[config.mk]
export PLATFORM = sky130hd
export DESIGN_NAME = cvt_i_fp_mod
export DESIGN_NICKNAME = d
export VERILOG_FILES = /design/src/rtl/cvt_i_fp_mod.sv
export SDC_FILE = /design/constraint.sdc
export NUM_CORES = 1
export LEC_CHECK = 0
export ABC_CLOCK_PERIOD_IN_PS = 3300
export CORE_ASPECT_RATIO = 0.75
export CORE_MARGIN = 2
export CORE_UTILIZATION = 55
export CTS_CLUSTER_SIZE = 25
export DETAILED_ROUTE_END_ITERATION = 12
export PLACE_DENSITY = 0.86
export SYNTH_ARGS = -nofsm -noshare
export SYNTH_HDL_FRONTEND = slang
export SYNTH_SLANG_ARGS = --single-unit
[constraint.sdc]
create_clock -name clk -period 3.3 [get_ports clk]
set_clock_uncertainty 0.05 [all_clocks]
set_input_delay 0.495 -clock clk [delete_from_list [all_inputs] [get_ports clk]]
set_output_delay 0.495 -clock clk [all_outputs]
set_load 0.02 [all_outputs]
[src/rtl/cvt_i_fp_mod.sv]
// cvt_i_fp_mod: pipelined integer -> 82-bit extended-precision converter.
//
// Takes a 64-bit or 32-bit, signed or unsigned integer and normalises it
// exactly into a 64-bit mantissa with an explicit integer bit and a 16-bit
// biased exponent. The result is packed into the internal 82-bit operand word.
//
// Ports:
//   clk      : clock, posedge
//   rst      : asynchronous reset, active low
//   en       : conversion request this cycle
//   clkEn    : pipeline advance; 0 holds every stage
//   flush    : kills all in-flight operations (wins over clkEn and en)
//   A        : operand, A[63:0] used, A[64] ignored
//   is32b    : operand is A[31:0]
//   isSigned : operand is two's complement
//   res      : packed result, holds while valid=0
//   valid    : res is a completed conversion
module cvt_i_fp_mod #(
  parameter logic [15:0] BIAS = 16'h7fff,
  parameter int          LAT  = 3
) (
  input  logic        clk,
  input  logic        rst,
  input  logic        en,
  input  logic        clkEn,
  input  logic        flush,
  input  logic [64:0] A,
  input  logic        is32b,
  input  logic        isSigned,
  output logic [81:0] res,
  output logic        valid
);

  // valid shift register, one bit per stage; the top bit is the output valid
  logic [LAT:1] r_vld_pipe;

  logic [63:0] w_val, w_mag;
  logic        w_neg;
  logic        w_unused;

  logic [63:0] r1_mag;
  logic        r1_neg;

  logic [5:0]  w_lz;
  logic        w_z;

  logic [63:0] r2_mag;
  logic        r2_neg;
  logic [5:0]  r2_lz;
  logic        r2_z;

  logic [63:0] w_m;
  logic [15:0] w_e;
  logic        w_sign;

  assign w_unused = A[64];

  // Stage 1: operand select and magnitude. -2^63 negates to itself, which
  // is the correct unsigned magnitude.
  assign w_val = is32b ? {{32{isSigned & A[31]}}, A[31:0]} : A[63:0];
  assign w_neg = isSigned & w_val[63];
  assign w_mag = w_neg ? (~w_val + 64'd1) : w_val;

  // Stage 2: leading-zero count; the highest set bit wins because it is
  // visited last. A zero magnitude is flagged separately.
  always_comb begin
    w_lz = 6'd63;
    for (int i = 0; i < 64; i++)
      if (r1_mag[i]) w_lz = 6'(63 - i);
  end
  assign w_z = (r1_mag == 64'd0);

  // Stage 3: normalise; zero forces an all-zero word (no negative zero)
  assign w_m    = r2_z ? 64'd0 : (r2_mag << r2_lz);
  assign w_e    = r2_z ? 16'd0 : 16'(BIAS + 16'd63 - {10'd0, r2_lz});
  assign w_sign = r2_neg & ~r2_z;

  always_ff @(posedge clk or negedge rst) begin
    if (!rst)       r_vld_pipe <= '0;
    else if (flush) r_vld_pipe <= '0;
    else if (clkEn) r_vld_pipe <= {r_vld_pipe[LAT-1:1], en};
  end

  always_ff @(posedge clk or negedge rst) begin
    if (!rst) begin
      r1_mag <= '0;
      r1_neg <= 1'b0;
      r2_mag <= '0;
      r2_neg <= 1'b0;
      r2_lz  <= '0;
      r2_z   <= 1'b0;
    end else if (clkEn) begin
      r1_mag <= w_mag;
      r1_neg <= w_neg;
      r2_mag <= r1_mag;
      r2_neg <= r1_neg;
      r2_lz  <= w_lz;
      r2_z   <= w_z;
    end
  end

  // res only changes when a real result lands, so it holds while valid=0
  always_ff @(posedge clk or negedge rst) begin
    if (!rst)
      res <= '0;
    else if (clkEn && !flush && r_vld_pipe[LAT-1])
      res <= {w_e[14], w_sign, w_e[15], w_e[13:0], w_m[63:32], 1'b0, w_m[31:0]};
  end

  assign valid = r_vld_pipe[LAT];

endmodule

==> results of run 1 <==
power groups by stage:
stage          clock [W]  combinational, W  sequential (W)
2_1_floorplan          0           0.00267         0.00406
3_3_place_gp           0           0.00472         0.00390
3_5_place_dp           0           0.00478         0.00393
4_1_cts          0.00260           0.00482         0.00389
5_1_grt          0.00272           0.00520         0.00398
6_report         0.00257           0.00495         0.00391
logic make-up after synthesis:
kind of cell / share of synthesized area (%)
flops: 38.5
mux: 22.2
simple gates: 14.3
compound gates: 17.6
other cells: 0.0266
buf+inv: 3.85
fa+ha+maj: 0.266
xor+xnor: 3.29
sequential cells by signal, indices dropped and copies added, names as in the netlist:
name,cells
r1_mag,64
r1_neg,1
res,77
r2_z,1
r2_mag,64
r2_lz,6
r_vld_pipe,3
r2_neg,1
worst register-to-register path, delay by kind of cell (launching register included):
family	cells	cell delay, ns
DFF	1	0.81
AOI/OAI and AO/OA	2	0.57
buffers and inverters	1	0.33
muxes	4	1.22
path summary, 6_finish.rpt:
check	from	to	cells after the start	slack [ns]
setup / recovery	r2_lz[0]$_DFFE_PN0P_	res[61]$_DFFE_PN0P_	7	0.19
hold / removal	rst	res[4]$_DFFE_PN0P_	1	-0.03
setup reg to reg	r2_lz[0]$_DFFE_PN0P_	res[61]$_DFFE_PN0P_	7	0.19
hold reg to reg	res[78]$_DFFE_PN0P_	res[78]$_DFFE_PN0P_	2	0.43
max in group asynchronous	rst	res[66]$_DFFE_PN0P_	2	2.44
min in group clk	clkEn	r1_mag[35]$_DFFE_PN0P_	2	0.32
layer usage:
layer,track usage [%],vias to the layer above,wire length (um)
met5,0,-,0
met4,5.92,0,789
met3,8.13,94,5140
met2,50.1,796,20000
met1,48.7,6572,19100
li1,-,5804,-
layout make-up:
class | instances | area share, %
clock buffer | 29 | 3.67
clock inverter | 13 | 0.673
tap | 338 | 2.47
multi-input combinational | 1113 | 47.6
sequential | 217 | 31.8
timing repair buffer | 237 | 13.1
inverter | 32 | 0.702
synth_stat cells (28+ instances only):
cell      count  share of area, %
a21oi_1      97               3.4
clkbuf_1     73               1.9
dfrtp_1     217                38
inv_1        28              0.74
mux2_2      126                10
mux2i_1      83               5.9
mux4_2       39               6.2
nand2_1     124               3.3
nor2_1      150               4.0
nor3_1       37               1.3
nor4_1       29               1.3
o21ai_0      74               2.6
xnor2_1      28               1.7
placed cells by master (no fill, tap or decap), types with 9 or more instances in the layout:
master / synthesis / layout
a211oi_1: 10 / 10
a21oi_1: 97 / 97
a221o_1: 14 / 14
a22o_1: 21 / 21
a31oi_1: 20 / 20
and3_1: 9 / 9
buf_4: 5 / 79
clkbuf_16: 0 / 23
clkdlybuf4s50_1: 0 / 150
dfrtp_1: 217 / 214
inv_1: 28 / 28
mux2_2: 126 / 126
mux2i_1: 83 / 83
mux4_2: 39 / 39
nand2_1: 124 / 124
nand2b_1: 12 / 12
nand3_1: 15 / 15
nand4_1: 9 / 9
nor2_1: 150 / 150
nor3_1: 37 / 37
nor4_1: 29 / 29
o211ai_1: 10 / 10
o21ai_0: 74 / 74
o221ai_1: 12 / 12
o22ai_1: 20 / 20
o31ai_1: 19 / 19
or3_1: 12 / 12
xnor2_1: 28 / 28
xor2_1: 25 / 25
through the flow:
step | std cells | util, % | worst slack (ns) | power (W) | setup TNS (ns)
after detailed placement | 1937 | 65.2 | -0.186 | 0.00872 | -1.96
after global routing | 1979 | 68.2 | 0.0748 | 0.0119 | 0
after global placement | 1937 | 65.2 | -0.147 | 0.00862 | -1.13
after floorplan | 1463 | - | 0.259 | 0.00673 | 0
after CTS | 1979 | 68.2 | 0.292 | 0.0113 | 0
final | 1979 | 68.2 | 0.193 | 0.0114 | 0
==> qor.tcl, run 1 <==
set qor(timing.critical_path.required_ns) 3.65
set qor(max-vdd-ir-drop_mv) 0.597
set qor(die_width_um) 189
set qor(cts.path.max_buffers) 3
set qor(critical_path_arrival_ns) 3.45
set qor(rsz0062_at_grt) {false}
set qor(gp_congestion) 0.987
set qor(post-route-min-period_ns) 3.11
set qor(routedWlPerCell_um) 22.7
set qor(floorplan.io_pins) 155
set qor(clk_latency_ns) 0.53
set qor(antenna_cells) 0
set qor(hold_class) {primary input to async pin}
set qor(die_area_um2) 27000
set qor(maxCapViolCount) 0
set qor(hpwl_um) 33500
set qor(p_seq_share_pct) 34.2
set qor(avgViaCountPerCell) 6.70
set qor(worst-path-buf-inv) 1
set qor(yosys_warnings) 0
set qor(register_area_um2) 5440
set qor(clkSlewWorstSetupHoldPaths_ns) 0.07
set qor(crit_type) {flip-flop to flip-flop}
set qor(place.port_buffers) 152
set qor(first_iter_violations) 1836
set qor(violations) {negative hold slack}
set qor(path_delay_family) {multiplexers}
set qor(critical_path.max_fanout) 34
set qor(drv_slew) 0
set qor(postSynthNetCount) 1538
set qor(flow.area_growth_from_synthesis_pct) 21.2
set qor(p_switching_w) 0.00445
set qor(antenna_found_initial) 0
set qor(maxClockFrequency_mhz) 322
set qor(synth_edf_count) 0
set qor(critPathCaptureType) {flip-flop}
set qor(timing.final.hold_violations) 17
set qor(run_status) {complete, but fails checks}
set qor(initial_core_util_pct) 56.3
set qor(die_height_um) 143
set qor(ys.flop_type) {dfrtp_1}
set qor(final-setup-viol-count) 0
set qor(crit_path_max_incr_delay_ns) 0.81
set qor(avgSynthCellArea_um2) 9.65
set qor(timing.critical_path.from_type) {flip-flop}
set qor(power-per-cell-area_nw_per_um2) 668
set qor(power.static_leakage_nw) 7.05
set qor(post_route_cells_drive_above_1_share_pct) 18.9
set qor(share_of_total_power_in_the_clock_network_pct) 22.5
set qor(final_antenna_net_count) 0
set qor(fin_worst_hold_slack_ns) -0.0250
set qor(drc) 0
set qor(seq_area_frac_synth_pct) 38.5
set qor(power.switching_fraction_pct) 38.9
set qor(postSynthRegisterBits) 217
set qor(final_nets) 1699
set qor(cts_tree) {yes}
set qor(grt_util_all_layers_pct) 33.1
set qor(cts_setup_buffers) 0
set qor(post_cts_hold_buffer_count) 0
set qor(postCtsResizedCells) 0
set qor(cts-buffers-inserted) 23
set qor(cts_root_buffer) {clkbuf_16}
set qor(n_fill_cell) 1893
set qor(number_of_global_route_vias_before_repair) 12600
set qor(maxSlewHeadroom_pct) 41.2
set qor(synth_area_um2) 14100
set qor(area_of_placed_instances_um2) 16400
set qor(stdcell_area_um2) 17100
set qor(postSynthCellCount) 1463
set qor(grt_pass1_wl_um) 70900
set qor(vias) 13300
set qor(core_box_area_um2) 25100
set qor(grt.overflow.total) 0
set qor(timing.final.crit_share_pct) 94.2
set qor(cp_slowest_cell) {dfrtp_4}
set qor(cell_with_the_most_instances_on_the_worst_path) {mux2i_1}
set qor(drt_pass1_iterations) 6
set qor(internal_power_w) 0.00699
set qor(grt_start_max_net_pins) 85
set qor(detail_route.wirelength_um) 45000
set qor(synthArstFlopShare_pct) 100
set qor(share_comb_of_total_power_pct) 43.3
set qor(yosysUniqueCellTypes) 71
set qor(cts.htree.levels) 1
set qor(rows) 50
set qor(tightestPinTransition_ns) 0.881
set qor(clock-sinks) 217
set qor(total_area_of_multi_input_combinational_cells_um2) 8140
set qor(cp_cell_sequence) {buf_4, mux2_2, mux2i_1, mux2i_1, mux2i_1, o221ai_1, a221o_1}
No activity file was read; power rests on OpenSTA's default activity.
==> run 2: changes to the inputs <==
--- a/config.mk
+++ b/config.mk
@@ -8,10 +8,10 @@
 export ABC_CLOCK_PERIOD_IN_PS = 3300
 export CORE_ASPECT_RATIO = 0.75
 export CORE_MARGIN = 2
-export CORE_UTILIZATION = 55
+export CORE_UTILIZATION = 50
 export CTS_CLUSTER_SIZE = 25
 export DETAILED_ROUTE_END_ITERATION = 12
-export PLACE_DENSITY = 0.86
+export PLACE_DENSITY = 0.8
 export SYNTH_ARGS = -nofsm -noshare
 export SYNTH_HDL_FRONTEND = slang
 export SYNTH_SLANG_ARGS = --single-unit
==> run 2 against run 1 <==
The flow now finishes without violations. Critical path depth did not move. Routed wire length rose by 1.3%. Sequential power barely moved. Combinational power rose by 0.8%. Sequential cell count did not move. Cell area rose by 1.3%. Non-clock buffer count rose by 2. Via count fell by 2.5%. First-iteration DRC count fell by 28%. Register-to-register slack improved by 0.16 ns. Total power rose by 4.2%. Count of clock-buffer cells in the layout fell by 4.
==> qor.tcl, run 2 (synthesis gave the netlist of run 1 again) <==
set qor(number_of_global_route_vias_before_repair) 12300
set qor(cp_slowest_cell) {or4_4}
set qor(report.power.total_w) 0.0119
set qor(cts.htree.levels) 1
set qor(flow.area_growth_from_synthesis_pct) 22.8
set qor(max-vdd-ir-drop_mv) 0.451
set qor(power.static_leakage_nw) 7.13
set qor(cp_cell_sequence) {clkdlybuf4s50_1, or4_4, or4_4, or4_4, o41ai_2, xor2_1, mux2_2}
set qor(reg2reg_to) {res[61]$_DFFE_PN0P_}
set qor(layout.core_utilization_pct) 62.1
set qor(critical_path.max_fanout) 8
set qor(power-per-cell-area_nw_per_um2) 687
set qor(first_iter_violations) 1323
set qor(critPathCaptureType) {flip-flop}
set qor(gp_congestion) 0.980
set qor(avgViaCountPerCell) 6.38
set qor(initial_core_util_pct) 50.5
set qor(clkSlewWorstSetupHoldPaths_ns) 0.06
set qor(most_common_cell_after_layout_fill_and_taps_aside) {dfrtp_1}
set qor(cell_with_the_most_instances_on_the_worst_path) {or4_4}
set qor(core_box_area_um2) 27900
set qor(setup.worst_path.start) {A[18]}
set qor(cts-buffers-inserted) 23
set qor(max_flop_register) {res}
set qor(clock-sinks) 217
set qor(worst_r2r_src) {r2_lz[0]$_DFFE_PN0P_}
set qor(reg.largest.list) {res: 77 flops, r1_mag: 64 flops, r2_mag: 64 flops}
set qor(launch_instance_of_the_worst_min_delay_path) {clkEn}
set qor(routedWlPerCell_um) 22.5
set qor(die_height_um) 149
set qor(antenna_found_initial) 1
set qor(hpwl_um) 33900
set qor(post-route-min-period_ns) 3.00
set qor(cts.path.max_buffers) 3
set qor(antenna_cells) 0
set qor(timing.critical_path.required_ns) 3.65
set qor(crit_type) {primary input to flip-flop}
set qor(critical_path_arrival_ns) 3.36
set qor(cts_setup_buffers) 0
set qor(mostFrequentLayoutCells) {214 x dfrtp_1, 150 x nor2_1, 150 x clkdlybuf4s50_1}
set qor(final_antenna_net_count) 0
set qor(dpl_worst_slack_ns) -0.207
set qor(rows) 53
set qor(cts_tree) {yes}
set qor(ff2ff_setup_slack_ns) 0.35
set qor(grt_start_max_net_pins) 123
set qor(timing.final.hold_violations) 0
set qor(final_nets) 1701
set qor(timing.critical_path.from_type) {primary input}
set qor(rsz0062_at_grt) {false}
set qor(n_fill_cell) 2317
set qor(tightestPinTransition_ns) 0.794
set qor(grt.overflow.total) 0
set qor(cts_root_buffer) {clkbuf_16}
set qor(place.port_buffers) 152
set qor(drv_slew) 0
set qor(maxClockFrequency_mhz) 333
set qor(final.setup.worst_slack_ns) 0.296
set qor(die_width_um) 198
set qor(hold_class) {primary input to flip-flop}
set qor(floorplan.io_pins) 155
set qor(crit_path_max_incr_delay_ns) 0.61
set qor(postCtsResizedCells) 0
set qor(post_route_cells_drive_above_1_share_pct) 19.2
set qor(maxSlewHeadroom_pct) 47.1
set qor(die_area_um2) 29600
set qor(total_area_of_multi_input_combinational_cells_um2) 8140
set qor(grt_pass1_wl_um) 71500
set qor(final-setup-viol-count) 0
set qor(detail_route.wirelength_um) 45600
set qor(grt_util_all_layers_pct) 31.0
set qor(vias) 12900
set qor(clk_latency_ns) 0.53
set qor(worst-r2r-cell-count) 7
set qor(crit_path_end) {r1_mag[49]$_DFFE_PN0P_}
set qor(drt_pass1_iterations) 6
set qor(maxCapViolCount) 0
set qor(drc) 0
set qor(register_area_um2) 5440
set qor(largest_register_ff_count) 77
set qor(timing.final.crit_share_pct) 91.0
set qor(run_status) {complete, no violations}
## run 2: cell count changes in the layout (fill, tap and decap cells not counted), sizes merged
cell         delta
dlygate4sd3     +1
bufinv          +6
clkinv          -1
buf             +1
clkbuf          -4
inv             -1
## run 2: how the worst min path moves through the flow
stage | to | slack [ns] | cells after the start
after detailed placement | res[80]$_DFFE_PN0P_ | 0.42 | 2
after global placement | res[78]$_DFFE_PN0P_ | 0.41 | 2
after global routing | r1_mag[35]$_DFFE_PN0P_ | 0.32 | 3
final | r1_mag[35]$_DFFE_PN0P_ | 0.32 | 3
after floorplan | r1_mag[0]$_DFFE_PN0P_ | 0.15 | 0
after CTS | r1_mag[35]$_DFFE_PN0P_ | 0.31 | 3
## run 2: timing repair
item | 4_1_cts | 5_1_grt
hold buffers | 1 | 0
endpoints found under the hold margin | 67 | 0
setup endpoints to repair | 0 | 0
## run 2: final cells by class
class / instances / area share (%)
clock inverters: 17 / 1.62
clock buffers: 25 / 3.48
inverters: 32 / 0.693
repair buffers: 239 / 13.1
well taps: 385 / 2.78
flip-flops and latches: 217 / 31.4
multi-input cells: 1113 / 47.0
## run 2: metrics by stage
stage / cells / hold slack (ns) / cell area, um^2 / TNS (ns)
detailed placement: 1985 / 0.421 / 16400 / -1.69
CTS: 2028 / 0.311 / 17300 / 0
global route: 2028 / 0.318 / 17300 / 0
finish: 2028 / 0.325 / 17300 / 0
floorplan: 1463 / 0.149 / 14100 / 0
global placement: 1985 / 0.412 / 16400 / -0.909
## run 2: report_power, final
part / leakage (nW) / switching (W) / internal, W
Sequential: 2.68 / 0.000629 / 0.00325
Combinational: 4.03 / 0.00268 / 0.00231
Clock: 0.422 / 0.00117 / 0.00188
## run 2: critical path: cells and delay by family
| family | cells | cell delay, ns |
|---|---|---|
| buffers and inverters | 1 | 0.43 |
| xor gates and xnor gates | 1 | 0.11 |
| AOI/OAI and AO/OA | 1 | 0.40 |
| and+or+nand+nor | 3 | 1.64 |
| muxes | 1 | 0.27 |
## run 2: metal layers
metal  vias up  routed length [um]  global-route usage, %
li1       5809                   -                      -
met2       669               20000                   46.1
met3        73                4780                   8.09
met4         2                 676                   5.26
met5         -                  13                      0
met1      6378               20100                   46.1
==> run 3: changes to the inputs <==
--- a/config.mk
+++ b/config.mk
@@ -7,7 +7,6 @@
 export LEC_CHECK = 0
 export ABC_CLOCK_PERIOD_IN_PS = 3300
 export CORE_ASPECT_RATIO = 0.75
-export CORE_MARGIN = 2
 export CORE_UTILIZATION = 50
 export CTS_CLUSTER_SIZE = 25
 export DETAILED_ROUTE_END_ITERATION = 12
==> run 3 against run 2 <==
Sequential share of layout area up 0.40 points. Sequential cell count unchanged. Total power down 3.5%. Non-clock buffer count down 4. Worst hold slack worse by 0.018 ns. Register-to-register slack worse by 0.23 ns. Global-route usage up 0.42 points. Utilization up 0.55 points. Count of clock-buffer cells in the layout up 9. Largest power group unchanged. Maximum frequency down 5.6%. Critical path type is now flip-flop to flip-flop. First-iteration DRC count up 29%.
==> qor.tcl, run 3 (synthesis gave the netlist of run 1 again) <==
set qor(worst-path-buf-inv) 1
set qor(most_common_cell_after_layout_fill_and_taps_aside) {dfrtp_1}
set qor(tightestPinTransition_ns) 0.899
set qor(launch_instance_of_the_worst_min_delay_path) {clkEn}
set qor(die_height_um) 147
set qor(post_cts_hold_buffer_count) 1
set qor(cts-buffers-inserted) 23
set qor(maxCapViolCount) 0
set qor(initial_core_util_pct) 51.6
set qor(n_fill_cell) 2306
set qor(hpwl_um) 33600
set qor(drc) 0
set qor(internal_power_w) 0.00710
set qor(final-setup-viol-count) 0
set qor(die_width_um) 196
set qor(antenna_cells) 0
set qor(area_of_placed_instances_um2) 16300
set qor(share_of_total_power_in_the_clock_network_pct) 23.3
set qor(vias) 13000
set qor(ff2ff_setup_slack_ns) 0.12
set qor(critical_path.max_fanout) 28
set qor(cp_cell_sequence) {buf_4, mux4_2, mux2_2, o21ai_0, o221ai_1}
set qor(max_flop_register) {res}
set qor(register_area_um2) 5440
set qor(clock-sinks) 217
set qor(flow.area_growth_from_synthesis_pct) 21.3
set qor(final_nets) 1697
set qor(reg.largest.list) {res: 77 flops, r1_mag: 64 flops, r2_mag: 64 flops}
set qor(p_seq_share_pct) 34.0
set qor(drv_slew) 0
set qor(maxSlewHeadroom_pct) 39.4
set qor(die_area_um2) 28900
set qor(clk_latency_ns) 0.52
set qor(hold_class) {primary input to flip-flop}
set qor(critical_path_arrival_ns) 3.47
set qor(path_delay_family) {compound AO/OA/AOI/OAI gates}
set qor(timing.final.hold_violations) 0
set qor(cp_slowest_cell) {dfrtp_4}
set qor(rows) 52
set qor(cts_tree) {yes}
set qor(stdcell_area_um2) 17100
set qor(clkSlewWorstSetupHoldPaths_ns) 0.06
set qor(timing.critical_path.from_type) {flip-flop}
set qor(core_box_area_um2) 27300
set qor(worst_r2r_src) {r2_lz[0]$_DFFE_PN0P_}
set qor(grt_pass1_wl_um) 71500
set qor(worst-r2r-cell-count) 5
set qor(grt_util_all_layers_pct) 31.4
set qor(report.power.total_w) 0.0115
set qor(mostFrequentLayoutCells) {214 x dfrtp_1, 150 x nor2_1, 150 x clkdlybuf4s50_1}
set qor(number_of_placed_cells_counting_well_taps) 1947
set qor(drt_pass1_iterations) 5
set qor(hold_end) {r1_mag[44]$_DFFE_PN0P_}
set qor(critPathCaptureType) {flip-flop}
set qor(maxClockFrequency_mhz) 314
set qor(power.switching_fraction_pct) 38.2
set qor(antenna_found_initial) 1
set qor(share_comb_of_total_power_pct) 42.7
set qor(timing.final.crit_share_pct) 96.4
set qor(max-vdd-ir-drop_mv) 0.481
set qor(worstHoldPathCells) 2
set qor(timing.critical_path.required_ns) 3.59
set qor(post-route-min-period_ns) 3.18
set qor(crit_type) {flip-flop to flip-flop}
set qor(p_switching_w) 0.00439
set qor(grt.overflow.total) 0
set qor(rsz0062_at_grt) {false}
set qor(run_status) {complete, no violations}
set qor(place.port_buffers) 152
set qor(floorplan.io_pins) 155
set qor(crit_path_max_incr_delay_ns) 0.75
set qor(final_antenna_net_count) 0
set qor(final_cell_count_no_fill) 1988
set qor(postCtsResizedCells) 0
set qor(detail_route.wirelength_um) 45100
set qor(reg2reg_to) {res[31]$_DFFE_PN0P_}
set qor(cts.htree.levels) 1
set qor(power.static_leakage_nw) 7.05
set qor(avgViaCountPerCell) 6.52
set qor(total_area_of_multi_input_combinational_cells_um2) 8140
set qor(grt_start_max_net_pins) 77
set qor(cts_setup_buffers) 0
set qor(first_iter_violations) 1704
set qor(fin_worst_hold_slack_ns) 0.306
set qor(power-per-cell-area_nw_per_um2) 671
set qor(cts.path.max_buffers) 3
set qor(post_route_cells_drive_above_1_share_pct) 18.6
set qor(number_of_global_route_vias_before_repair) 12700
set qor(routedWlPerCell_um) 22.7
set qor(gp_congestion) 0.991
set qor(largest_register_ff_count) 77
set qor(cts_root_buffer) {clkbuf_16}
## run 3: changes by cell type in the layout (fill, tap and decap cells not counted)
cell,previous run,this run
bufinv_16,7,2
clkbuf_1,0,5
clkbuf_8,3,7
buf_12,7,5
buf_4,80,78
clkinv_2,3,1
clkinvlp_4,4,2
inv_6,2,0
## run 3: routing by layer
metal | track usage, % | up-vias | routed length (um)
met5 | 0 | - | 0
met4 | 6.99 | 0 | 856
met3 | 8.01 | 76 | 4610
met2 | 47.6 | 668 | 20100
met1 | 45.3 | 6399 | 19500
li1 | - | 5816 | -
## run 3: area by class of cell
cell class | instances | share of cell area [%]
tap | 351 | 2.57
clock buffer | 34 | 3.95
sequential | 217 | 31.8
clock inverter | 6 | 0.519
timing repair buffer | 235 | 12.9
multi-input combinational | 1113 | 47.6
inverter | 32 | 0.702
## run 3: how the worst max path moves through the flow
stage                                   endpoint  slack, ns                  from  cells past startpoint
after floorplan           r1_mag[49]$_DFFE_PN0P_       0.26                 A[18]                      8
after global placement    r1_mag[46]$_DFFE_PN0P_      -0.12                 A[18]                      7
after detailed placement  r1_mag[54]$_DFFE_PN0P_      -0.19                 A[18]                      7
after CTS                    res[31]$_DFFE_PN0P_       0.24  r2_lz[0]$_DFFE_PN0P_                      5
after global routing         res[31]$_DFFE_PN0P_       0.04  r2_lz[0]$_DFFE_PN0P_                      5
final                        res[31]$_DFFE_PN0P_       0.12  r2_lz[0]$_DFFE_PN0P_                      5
## run 3: power by group through the flow
stage	registers (W)	logic [W]	clock network [W]
after floorplan	0.00406	0.00267	0
after CTS	0.00390	0.00481	0.00270
after global routing	0.00399	0.00519	0.00280
final	0.00391	0.00491	0.00267
after global placement	0.00391	0.00470	0
after detailed placement	0.00394	0.00477	0
## run 3: worst reg2reg max path, stage by stage (launching register included)
cell	delay (ns)
dfrtp_4	0.75
buf_4	0.36
mux4_2	0.60
mux2_2	0.30
o21ai_0	0.71
o221ai_1	0.25
## run 3: per-stage QoR
stage	utilization (%)	setup WS (ns)	TNS, ns
2_1_floorplan	-	0.259	0
3_3_place_gp	59.8	-0.120	-1.12
3_5_place_dp	59.8	-0.195	-1.90
4_1_cts	62.6	0.240	0
5_1_grt	62.6	0.0396	0
6_report	62.6	0.119	0
